--- config.mk ---
export PLATFORM = sky130hd
export DESIGN_NAME = valu_op_sequencer_flat
export DESIGN_NICKNAME = d
export VERILOG_FILES = /design/src/rtl/valu_op_sequencer_if.sv /design/src/rtl/valu_op_sequencer.sv /design/src/flat_wrapper.sv
export SDC_FILE = /design/constraint.sdc
export NUM_CORES = 1
export LEC_CHECK = 0
export CORE_AREA = 2 2 345 347
export DETAILED_ROUTE_END_ITERATION = 10
export DIE_AREA = 0 0 347 349
export MAX_ROUTING_LAYER = met4
export SYNTH_ARGS = -nofsm -noshare
export SYNTH_HDL_FRONTEND = slang
export SYNTH_SLANG_ARGS = --single-unit
--- constraint.sdc ---
create_clock -name clk -period 43.1 [get_ports clk]
set_input_delay 8.62 -clock clk [delete_from_list [all_inputs] [get_ports clk]]
set_output_delay 8.62 -clock clk [all_outputs]
set_load 0.02 [all_outputs]
--- src/rtl/valu_op_sequencer_if.sv ---
// rtl/valu_op_sequencer_if.sv - request, ALU and response signals of the vector op sequencer
// Ports (grouped):
//   req_valid/req_ready/req_a/req_b/req_sel : op request from decode/issue
//   alu_a/alu_b/alu_sel/alu_result          : operand hold and result from the vector ALU
//   rsp_valid/rsp_ready/rsp_data            : completed lane results to writeback
// Modports: slave = sequencer side, master = surrounding issue/ALU/writeback side.
interface valu_op_sequencer_if #(
  parameter int N = 24,
  parameter int M = 6
);
  logic           req_valid;
  logic           req_ready;
  logic [M*N-1:0] req_a;
  logic [M*N-1:0] req_b;
  logic [3:0]     req_sel;
  logic [M*N-1:0] alu_a;
  logic [M*N-1:0] alu_b;
  logic [3:0]     alu_sel;
  logic [M*N-1:0] alu_result;
  logic           rsp_valid;
  logic           rsp_ready;
  logic [M*N-1:0] rsp_data;

  modport slave (
    input  req_valid, req_a, req_b, req_sel, alu_result, rsp_ready,
    output req_ready, alu_a, alu_b, alu_sel, rsp_valid, rsp_data
  );

  modport master (
    output req_valid, req_a, req_b, req_sel, alu_result, rsp_ready,
    input  req_ready, alu_a, alu_b, alu_sel, rsp_valid, rsp_data
  );
endinterface

--- src/rtl/valu_op_sequencer.sv ---
// rtl/valu_op_sequencer.sv - issue controller for the 6-lane vector ALU
// Ports:
//   clk       : single clock, shared with the ALU trig ROMs
//   rst       : asynchronous active-high reset
//   bus       : slave side of valu_op_sequencer_if (request, ALU operands/result, response)
//   busy      : sequencer is not idle
//   op_count  : completed responses, saturating
module valu_op_sequencer #(
  parameter int         N        = 24,
  parameter int         M        = 6,
  parameter logic [3:0] SEL_SIN  = 4'd6,
  parameter logic [3:0] SEL_COS  = 4'd7,
  parameter int         TRIG_LAT = 1,
  parameter int         CNT_W    = 16
) (
  input  logic               clk,
  input  logic               rst,
  valu_op_sequencer_if.slave bus,
  output logic               busy,
  output logic [CNT_W-1:0]   op_count
);
  localparam int W   = M * N;
  localparam int WCW = (TRIG_LAT > 1) ? $clog2(TRIG_LAT) : 1;

  typedef enum logic [1:0] {S_IDLE, S_EXEC, S_WAIT, S_RESP} state_t;

  state_t           state_q, state_d;
  logic [W-1:0]     alu_a_q, alu_a_d;
  logic [W-1:0]     alu_b_q, alu_b_d;
  logic [3:0]       alu_sel_q, alu_sel_d;
  logic             trig_q, trig_d;
  logic [WCW-1:0]   wait_cnt_q, wait_cnt_d;
  logic [W-1:0]     rsp_data_q, rsp_data_d;
  logic             rsp_valid_q, rsp_valid_d;
  logic [CNT_W-1:0] op_count_q, op_count_d;
  logic             accept;

  // Held low during reset so nothing is taken while the datapath is being cleared.
  assign bus.req_ready = ~rst & ((state_q == S_IDLE) | ((state_q == S_RESP) & bus.rsp_ready));
  assign accept        = bus.req_valid & bus.req_ready;

  always_comb begin
    state_d     = state_q;
    alu_a_d     = alu_a_q;
    alu_b_d     = alu_b_q;
    alu_sel_d   = alu_sel_q;
    trig_d      = trig_q;
    wait_cnt_d  = wait_cnt_q;
    rsp_data_d  = rsp_data_q;
    rsp_valid_d = rsp_valid_q;
    op_count_d  = op_count_q;

    case (state_q)
      S_EXEC: begin
        if (trig_q) begin
          // ROM output is registered, so the result is only valid after the wait.
          wait_cnt_d = WCW'(TRIG_LAT - 1);
          state_d    = S_WAIT;
        end else begin
          rsp_data_d  = bus.alu_result;
          rsp_valid_d = 1'b1;
          state_d     = S_RESP;
        end
      end
      S_WAIT: begin
        if (wait_cnt_q == '0) begin
          rsp_data_d  = bus.alu_result;
          rsp_valid_d = 1'b1;
          state_d     = S_RESP;
        end else begin
          wait_cnt_d = wait_cnt_q - WCW'(1);
        end
      end
      S_RESP: begin
        if (bus.rsp_ready) begin
          rsp_valid_d = 1'b0;
          state_d     = S_IDLE;
          if (op_count_q != {CNT_W{1'b1}}) begin
            op_count_d = op_count_q + CNT_W'(1);
          end
        end
      end
      default: ;
    endcase

    // Accept is only possible from IDLE or from a completing RESP, so it overrides the
    // state chosen above and gives back-to-back issue without an IDLE bubble.
    if (accept) begin
      alu_a_d   = bus.req_a;
      alu_b_d   = bus.req_b;
      alu_sel_d = bus.req_sel;
      trig_d    = (bus.req_sel == SEL_SIN) | (bus.req_sel == SEL_COS);
      state_d   = S_EXEC;
    end
  end

  always_ff @(posedge clk or posedge rst) begin
    if (rst) begin
      state_q     <= S_IDLE;
      alu_a_q     <= '0;
      alu_b_q     <= '0;
      alu_sel_q   <= '0;
      trig_q      <= 1'b0;
      wait_cnt_q  <= '0;
      rsp_data_q  <= '0;
      rsp_valid_q <= 1'b0;
      op_count_q  <= '0;
    end else begin
      state_q     <= state_d;
      alu_a_q     <= alu_a_d;
      alu_b_q     <= alu_b_d;
      alu_sel_q   <= alu_sel_d;
      trig_q      <= trig_d;
      wait_cnt_q  <= wait_cnt_d;
      rsp_data_q  <= rsp_data_d;
      rsp_valid_q <= rsp_valid_d;
      op_count_q  <= op_count_d;
    end
  end

  assign bus.alu_a     = alu_a_q;
  assign bus.alu_b     = alu_b_q;
  assign bus.alu_sel   = alu_sel_q;
  assign bus.rsp_data  = rsp_data_q;
  assign bus.rsp_valid = rsp_valid_q;
  assign busy          = (state_q != S_IDLE);
  assign op_count      = op_count_q;
endmodule

--- src/flat_wrapper.sv ---
// flat-port wrapper written by rule: the top's interface ports become plain ports
module valu_op_sequencer_flat 
#(
  parameter int         N        = 24,
  parameter int         M        = 6,
  parameter logic [3:0] SEL_SIN  = 4'd6,
  parameter logic [3:0] SEL_COS  = 4'd7,
  parameter int         TRIG_LAT = 1,
  parameter int         CNT_W    = 16
)
  (clk, rst, busy, op_count, bus_req_valid, bus_req_a, bus_req_b, bus_req_sel, bus_alu_result, bus_rsp_ready, bus_req_ready, bus_alu_a, bus_alu_b, bus_alu_sel, bus_rsp_valid, bus_rsp_data);
  valu_op_sequencer_if #(.N(N), .M(M)) bus_i ();
  input  logic clk;
  input  logic rst;
  output logic busy;
  output logic [CNT_W-1:0] op_count;
  input wire logic [$bits(bus_i.req_valid)-1:0] bus_req_valid;
  input wire logic [$bits(bus_i.req_a)-1:0] bus_req_a;
  input wire logic [$bits(bus_i.req_b)-1:0] bus_req_b;
  input wire logic [$bits(bus_i.req_sel)-1:0] bus_req_sel;
  input wire logic [$bits(bus_i.alu_result)-1:0] bus_alu_result;
  input wire logic [$bits(bus_i.rsp_ready)-1:0] bus_rsp_ready;
  output wire logic [$bits(bus_i.req_ready)-1:0] bus_req_ready;
  output wire logic [$bits(bus_i.alu_a)-1:0] bus_alu_a;
  output wire logic [$bits(bus_i.alu_b)-1:0] bus_alu_b;
  output wire logic [$bits(bus_i.alu_sel)-1:0] bus_alu_sel;
  output wire logic [$bits(bus_i.rsp_valid)-1:0] bus_rsp_valid;
  output wire logic [$bits(bus_i.rsp_data)-1:0] bus_rsp_data;
  assign bus_i.req_valid = bus_req_valid;
  assign bus_i.req_a = bus_req_a;
  assign bus_i.req_b = bus_req_b;
  assign bus_i.req_sel = bus_req_sel;
  assign bus_i.alu_result = bus_alu_result;
  assign bus_i.rsp_ready = bus_rsp_ready;
  assign bus_req_ready = bus_i.req_ready;
  assign bus_alu_a = bus_i.alu_a;
  assign bus_alu_b = bus_i.alu_b;
  assign bus_alu_sel = bus_i.alu_sel;
  assign bus_rsp_valid = bus_i.rsp_valid;
  assign bus_rsp_data = bus_i.rsp_data;
  valu_op_sequencer #(.N(N), .M(M), .SEL_SIN(SEL_SIN), .SEL_COS(SEL_COS), .TRIG_LAT(TRIG_LAT), .CNT_W(CNT_W)) u_core (.clk(clk), .rst(rst), .bus(bus_i), .busy(busy), .op_count(op_count));
endmodule
### Yosys cells after proc, flatten, opt, wreduce, memory -nomap -nowiden

Index checks and enable logic that the tools add are counted.
W data, S select, Z words.

* register bits after elaboration: 457
* input port bits: 440
* word-level logic and storage cells: 54

* add/sub/neg operators: 2
* equality and inequality tests: 12
* multiplexer cells: 15
* bitwise gates (word level): 6
* reductions and logical operators: 10

Operators with widths (number)
* $mux W144: 2
* $pmux W144 S2: 1
* $add A16 B1 Y16 const B: 1
* $ne A16 B16 Y1 const B: 1
* $reduce_and A3 Y1: 3
* $eq A4 B3 Y1 const B: 2
* $mux W1: 6
* $mux W2: 3
* $ne A2 B2 Y1 const B: 3
* $pmux W2 S3: 1
* $eq A2 B2 Y1 const B: 2
* $reduce_and A4 Y1: 1
* $reduce_bool A2 Y1: 2
* $reduce_bool A4 Y1: 1
* $and A1 B1 Y1: 3
* $ne A3 B2 Y1 const B: 1
* $ne A3 B3 Y1 const B: 1
* $pmux W1 S3: 1
* $reduce_bool A3 Y1: 1
* $eq A2 B1 Y1 const B: 1
* $logic_not A2 Y1: 1
* $ne A2 B1 Y1 const B: 1
* $or A1 B1 Y1: 2
* $pmux W1 S2: 1
* other kinds (3): 3

### Depth between registers and ports, before layout

Gate-level depths: netlist (run 1).

* word-level depth: 7
* depth in mapped cells: 9

### Worst setup path before layout (run 1)

Ideal clock, no wire load.

* kind: input-to-reg
* from: input port rst
* to: register u_core.alu_a_q[100], in the netlist u_core.bus.alu_a[100]
* library setup time: 0.128 ns
* arrival time: 19.907 ns
* required time: 42.972 ns
* slack: 23.066 ns
* stages on the path: 5
* path through: inv_1 -> o211ai_4 -> buf_8 -> buf_6 -> mux2_1

* cells in the longest elaborated chain, start to end: 3

Ends and longest elaborated chain
* start: declaration: RTL line flat_wrapper.sv:14 `input logic rst;`
* $not A1 Y1: RTL line valu_op_sequencer.sv:39 `assign bus.req_ready = ~rst & ((state_q == S_IDLE) | ((state_q == S_RESP) & bus.rsp_ready));`
* $and A1 B1 Y1: RTL line valu_op_sequencer.sv:39
* $and A1 B1 Y1: RTL line valu_op_sequencer.sv:40 `assign accept = bus.req_valid & bus.req_ready;`
* end signal: assignment: RTL line valu_op_sequencer.sv:110 `alu_a_q <= alu_a_d;`
* end: declaration: RTL line valu_op_sequencer.sv:28 `logic [W-1:0] alu_a_q, alu_a_d;`

No other way between the ends.
A chain may end at the register's enable or synchronous reset.

### Worst setup path in the final report (run 1)

* from: input port rst
* to: output port bus_req_ready

* cells in the longest elaborated chain, start to end: 2

Ends and longest elaborated chain
* $not A1 Y1: RTL line valu_op_sequencer.sv:39
* $and A1 B1 Y1: RTL line valu_op_sequencer.sv:39
* end: declaration: RTL line flat_wrapper.sv:23 `output wire logic [$bits(bus_i.req_ready)-1:0] bus_req_ready;`

No other way between the ends.

==> results of run 1 <==
-- metal layers --
| layer | wire, um | track usage | share of wire | up-vias |
|---|---|---|---|---|
| met4 | 1673 | 0.03372 | 0.024 | 0 |
| met2 | 34020 | 0.1848 | 0.48 | 552 |
| met5 | 0 | - | 0 | - |
| met3 | 5933 | 0.03742 | 0.084 | 99 |
| met1 | 29400 | 0.1386 | 0.41 | 6228 |
| li1 | - | - | - | 5510 |
-- kinds of logic (layout without fill, tap and decap cells) --
family                   Yosys count  in the layout
flip-flops                       456            456
multiplexers                     439            439
buffers and inverters             58           1022
AND/OR/NAND/NOR                   39             39
AO/OA/AOI/OAI                     17             17
XOR/XNOR                          13             13
adder cells (fa/ha/maj)            5              5
other                              0             11
-- cells in the mapped netlist (2+ instances only) --
cell type / n
dfrtp_1: 456
mux2_1: 247
mux2_2: 192
buf_6: 26
buf_2: 21
nand2_1: 12
a21oi_1: 8
xnor2_1: 8
inv_1: 7
nand4_1: 7
ha_1: 5
nand3_1: 5
xor2_1: 5
and2_1: 3
and3_1: 3
nor2_1: 3
and4_1: 2
buf_8: 2
clkbuf_1: 2
o21ai_0: 2
-- final cells by class --
class	instances	area share
sequential	456	0.3803
timing repair buffer	909	0.3020
multi-input combinational	513	0.1821
tap	1536	0.06405
clock buffer	71	0.05367
clock inverter	35	0.01585
inverter	7	0.001126
antenna	11	0.0009174
-- flip-flops by register name, summed over array words and instances, names as in the netlist --
register / flops
u_core.trig_q: 1
u_core.bus.alu_b: 144
u_core.op_count: 16
u_core.state_q: 2
u_core.bus.rsp_data: 144
u_core.bus.alu_sel: 4
u_core.bus.rsp_valid: 1
u_core.bus.alu_a: 144
-- metrics by stage --
step	total power [mW]	cell area [um2]	setup WS (ns)	hold WS, ns	cells
2_1_floorplan	1.352	17330	21.69	0.5094	1027
3_3_place_gp	1.963	27890	24.19	0.4721	3421
3_5_place_dp	1.973	27890	24.20	0.4797	3421
4_1_cts	2.522	29980	24.19	0.4916	3527
5_1_grt	2.600	30000	24.15	0.5000	3536
6_report	2.475	30010	24.21	0.4887	3538
-- path summary, 6_finish.rpt --
check,slack (ns),cells after the start,end,start
setup / recovery,24.21,3,bus_req_ready,rst
hold / removal,0.49,1,u_core.bus.alu_a[70],u_core.bus.alu_a[70]
setup reg to reg,38.44,7,u_core.bus.alu_a[141],u_core.state_q[0]
hold reg to reg,0.49,1,u_core.bus.alu_a[70],u_core.bus.alu_a[70]
max in group asynchronous,31.77,5,u_core.bus.alu_b[28],rst
min in group asynchronous,8.60,2,u_core.bus.rsp_data[47],rst
-- cell usage in the layout, fill, tap and decap left out, types with 2 or more instances in the layout --
cell type,instances
buf_4,15
clkinv_2,12
o21ai_0,2
ha_1,5
clkinv_4,3
clkbuf_8,11
nand2_1,12
clkinvlp_4,7
and3_1,3
nand4_1,7
mux2_1,247
clkbuf_16,58
diode_2,11
mux2_2,192
clkdlybuf4s50_1,894
xor2_1,5
dfrtp_1,456
nand3_1,5
clkbuf_1,2
xnor2_1,8
nor2_1,3
inv_1,6
and2_1,3
inv_8,2
bufinv_16,10
a21oi_1,7
and4_1,2
-- power groups by stage --
stage	registers [mW]	logic (mW)	clock network [mW]
after floorplan	1.02	0.334	0
after global placement	0.769	1.19	0
after detailed placement	0.776	1.20	0
after CTS	0.772	1.20	0.548
after global routing	0.797	1.24	0.562
final	0.770	1.18	0.528
==> results.py, run 1 <==
metrics = {
    "die": {
        "dieWidth_um": 347,
        "fp-row-count": 126,
        "ioPinCount": 895,
        "die-area_mm2": 0.1211,
        "core_area_mm2": 0.1175,
        "initial_core_util": 0.1475,
        "die_y_um": 349,
    },
    "sta": {
        "hold_viol_final": 0,
        "finalCritPeriodShare": 0.4382,
        "slew-limit-headroom": 0.3832,
        "setup_tns_ns": 0,
        "worstMarginPinSlew_ns": 0.9208,
        "period_needed_ns": 18.89,
        "rsz0062_at_grt": "no",
        "maxSlewViolCount": 0,
        "fmax_mhz": 52.95,
        "clock_skew_ns": 0.02335,
        "setup_viol": 0,
    },
    "synthesis": {
        "ys_top_cells_by_area": "dfrtp_1 66%, mux2_1 16%, mux2_2 12%",
        "synthCells": 1027,
        "syn_area_per_cell_um2": 16.87,
        "synthSimpleGateAreaFrac": 0.01228,
        "synth_area_leader_cell": "dfrtp_1",
        "synthAdderAreaFrac": 0.003611,
        "ys_warn_count": 0,
        "yosys_register_bits": 456,
        "async_reset_ff_frac": 1.000,
        "syn_nets": 1472,
        "syn_area_mm2": 0.01733,
        "synthMuxAreaShare": 0.2853,
        "synthDistinctLibCells": 31,
        "synth_top_family_by_area": "multiplexers",
        "yosysSeqAreaShare": 0.6586,
        "synth_top_area_frac": 0.6586,
        "synth_edf_count": 0,
        "synth_compound_area_frac": 0.006933,
        "synthXorXnorAreaFrac": 0.006572,
        "synthFlopType": "dfrtp_1",
    },
    "cells_and_area": {
        "areaGrowthSynthToFinish_pct": 73.19,
        "multi_input_area_mm2": 0.005464,
        "final_util": 0.2555,
        "fin_nets": 2388,
        "drive_gt1_frac": 0.1582,
        "seqCellArea_mm2": 0.01141,
        "fillCellCount": 12130,
    },
    "critical_path": {
        "cp.arrival_ns": 10.27,
        "crit_buf_inv": 2,
        "endpoint_kind": "output pin",
        "cp_max_fo": 2,
        "crit_path_start_kind": "input pin",
        "crit_chain": "clkdlybuf4s50_1 > a21oi_1 > clkdlybuf4s50_1",
        "max_stage_delay_ns": 0.68,
        "crit_path_top_delay_cell": "clkdlybuf4s50_1",
        "critPathKind": "in -> out",
        "crit_family": "buffers and inverters",
        "crit_required_ns": 34.48,
        "cpMostUsedCell": "clkdlybuf4s50_1",
    },
    "power": {
        "pwr_density_cell_mw_per_mm2": 82.50,
        "seqPwrFrac": 0.311,
        "ir_drop_mv": 0.04691,
        "p_switching_mw": 0.9041,
        "leakage_nw": 12.08,
        "clkPwrFrac": 0.213,
        "combPwrFrac": 0.476,
        "swShare": 0.3652,
        "internal-power_mw": 1.571,
    },
    "clocking": {
        "cts_tree": "done",
        "cts-root-buf": "clkbuf_16",
        "cts_made_buffers": 56,
        "cts.sinks": 456,
        "clkTransAtPathRegs_ns": 0.06,
        "cts.hold.buffers_added": 0,
        "post_cts_resized": 0,
        "cts_max_level": 2,
        "clock_latency_ns": 0.64,
        "cts_max_path_buffers": 3,
        "postCtsSetupBuffers": 0,
    },
    "worst_hold_path": {
        "hp-class": "reg -> reg",
    },
    "drt": {
        "initialDrtViolationCount": 485,
        "num_vias": 12390,
        "drc": 0,
        "viasPerCell": 3.502,
        "drt_pass1_iterations": 4,
        "post_drt_wl_per_cell_um": 20.08,
        "ant_nets": 0,
        "wl_um": 71030,
    },
    "grt": {
        "first_global_vias": 13100,
        "grt_use_total": 0.1155,
        "grt_max_degree": 70,
        "grt_first_pass_wirelength_um": 97580,
        "antenna_found_initial": 30,
        "grt_remaining_overflow": 0,
    },
    "place": {
        "hpwl_um": 56430,
        "io_buffers": 894,
        "gp_congestion": 0.8472,
    },
    "job": {
        "timing.max_cap.violations": 0,
    },
    "outcome": {
        "outcome": "complete, no violations",
    },
}
(Power assumes the default switching activity.)
==> run 2: changes to the inputs <==
clock period = 16.7 ns   (was 43.1 ns; I/O delays follow)
==> run 2 against run 1 <==
Routed wire length is 0.12% higher. Sequential share of layout area grew 0.22 points. Worst setup slack got worse by 16 ns. Utilization shrank 0.15 points. Clock skew down 0.0088 ns. Clock power increased by 140%. Critical endpoint unchanged. First-iteration DRC count down 3.5%.
==> results.py, run 2 (same netlist as run 1, synthesis figures left out) <==
metrics = {
    "drt": {
        "drc": 0,
        "wl_um": 71120,
        "viasPerCell": 3.495,
        "ant_nets": 0,
        "drt_pass1_iterations": 4,
        "initialDrtViolationCount": 468,
        "num_vias": 12330,
        "post_drt_wl_per_cell_um": 20.17,
    },
    "sta": {
        "setup_tns_ns": 0,
        "setup_viol": 0,
        "hold_viol_final": 0,
        "period_needed_ns": 8.247,
        "finalCritPeriodShare": 0.4938,
        "fmax_mhz": 121.3,
        "clock_skew_ns": 0.01458,
        "layout_setup_ws_ns": 8.453,
        "slew-limit-headroom": 0.3320,
        "rsz0062_at_grt": "no",
        "worstMarginPinSlew_ns": 1.002,
        "maxSlewViolCount": 0,
    },
    "critical_path": {
        "r2r-start": "u_core.state_q[0]",
        "endpoint_kind": "output pin",
        "cp.arrival_ns": 4.91,
        "critPathKind": "in -> out",
        "cp_max_fo": 3,
        "reg2reg_slack_ns": 12.67,
        "crit_path_start_kind": "input pin",
        "r2r-end": "u_core.bus.alu_b[6]",
        "crit_required_ns": 13.36,
        "reg2reg_depth": 7,
    },
    "place": {
        "dpl.cell_count": 3419,
        "hpwl_um": 56050,
        "place_ws_ns": 8.441,
        "io_buffers": 894,
        "gp_congestion": 0.8399,
    },
    "clocking": {
        "cts.sinks": 456,
        "cts_max_level": 2,
        "clkTransAtPathRegs_ns": 0.06,
        "cts-root-buf": "clkbuf_16",
        "postCtsSetupBuffers": 0,
        "clock_latency_ns": 0.63,
        "cts_max_path_buffers": 3,
        "post_cts_resized": 0,
        "cts.hold.buffers_added": 0,
        "cts_tree": "done",
        "cts_made_buffers": 55,
    },
    "outcome": {
        "outcome": "complete, no violations",
    },
    "grt": {
        "grt_max_degree": 129,
        "grt_use_total": 0.1166,
        "grt_first_pass_wirelength_um": 98620,
        "grt_remaining_overflow": 0,
        "antenna_found_initial": 29,
        "first_global_vias": 13050,
    },
    "die": {
        "fp-row-count": 126,
        "die-area_mm2": 0.1211,
        "initial_core_util": 0.1475,
        "die_y_um": 349,
        "dieWidth_um": 347,
        "ioPinCount": 895,
        "core_area_mm2": 0.1175,
    },
    "worst_hold_path": {
        "holdPathEnd": "u_core.bus.alu_b[65]",
        "whs_path_depth": 1,
        "hp-class": "reg -> reg",
        "hold_path.startpoint": "u_core.bus.alu_b[65]",
    },
    "cells_and_area": {
        "drive_gt1_frac": 0.1494,
        "areaGrowthSynthToFinish_pct": 72.20,
        "fin_nets": 2385,
        "final_util": 0.2540,
        "fillCellCount": 12190,
        "final_common_cell": "clkdlybuf4s50_1",
        "final_cell_mix": "894 x clkdlybuf4s50_1, 456 x dfrtp_1, 247 x mux2_1, 192 x mux2_2, 57 x clkbuf_16",
        "stdcell_count": 3526,
    },
    "power": {
        "ir_drop_mv": 0.1158,
        "leakage_nw": 12.00,
        "finalPower_mw": 6.313,
        "pwr_density_cell_mw_per_mm2": 211.6,
    },
    "job": {
        "timing.max_cap.violations": 0,
    },
}
==> run 2: changes by cell type in the layout (fill, tap and decap cells not counted), moves of 2 or more <==
cell and delta:
buf_4 -3, bufinv_16 -4, clkbuf_1 +9, clkbuf_8 +3, clkinv_2 -8, clkinvlp_4 -5
diode_2 -2
==> run 2: layout make-up <==
cell class | count | area (um2) | share of cell area
sequential | 456 | 11410 | 0.3825
timing repair buffer | 907 | 9059 | 0.3036
multi-input combinational | 513 | 5464 | 0.1831
tap | 1536 | 1922 | 0.06442
clock buffer | 82 | 1660 | 0.05565
clock inverter | 16 | 261.5 | 0.008765
inverter | 7 | 33.78 | 0.001132
antenna | 9 | 22.52 | 0.0007549
==> run 2: worst max-delay path by stage <==
stage,start,end,slack (ns),depth (start not counted)
4_1_cts,bus_rsp_ready,bus_req_ready,8.43,4
5_1_grt,bus_rsp_ready,bus_req_ready,8.37,4
2_1_floorplan,rst,u_core.bus.alu_a[0],0.57,1
3_3_place_gp,bus_rsp_ready,bus_req_ready,8.44,4
3_5_place_dp,bus_rsp_ready,bus_req_ready,8.44,4
6_report,bus_rsp_ready,bus_req_ready,8.45,4
==> run 2: metrics by stage <==
step	instance area [um2]	hold WS, ns
floorplan	17330	0.5094
finish	29830	0.4876
detailed placement	27890	0.4799
CTS	29810	0.4929
global route	29830	0.4969
global placement	27890	0.4736
==> run 2: critical path: stages <==
cell	delay, ns
clkdlybuf4s50_1	0.52
nand2_1	0.10
a21oi_1	0.25
clkdlybuf4s50_1	0.69
==> run 2: layer usage <==
layer / global-route usage / wire (um)
met3: 0.03875 / 6217
met4: 0.03256 / 1711
met1: 0.1408 / 29600
met5: - / 0
met2: 0.1853 / 33580
==> run 2: power breakdown <==
group / switching (mW) / internal [mW] / leakage [nW]
registers: 0.324 / 1.67 / 5.43
logic: 1.49 / 1.55 / 5.63
clock network: 0.507 / 0.777 / 0.939
total: 2.32 / 3.99 / 12.0
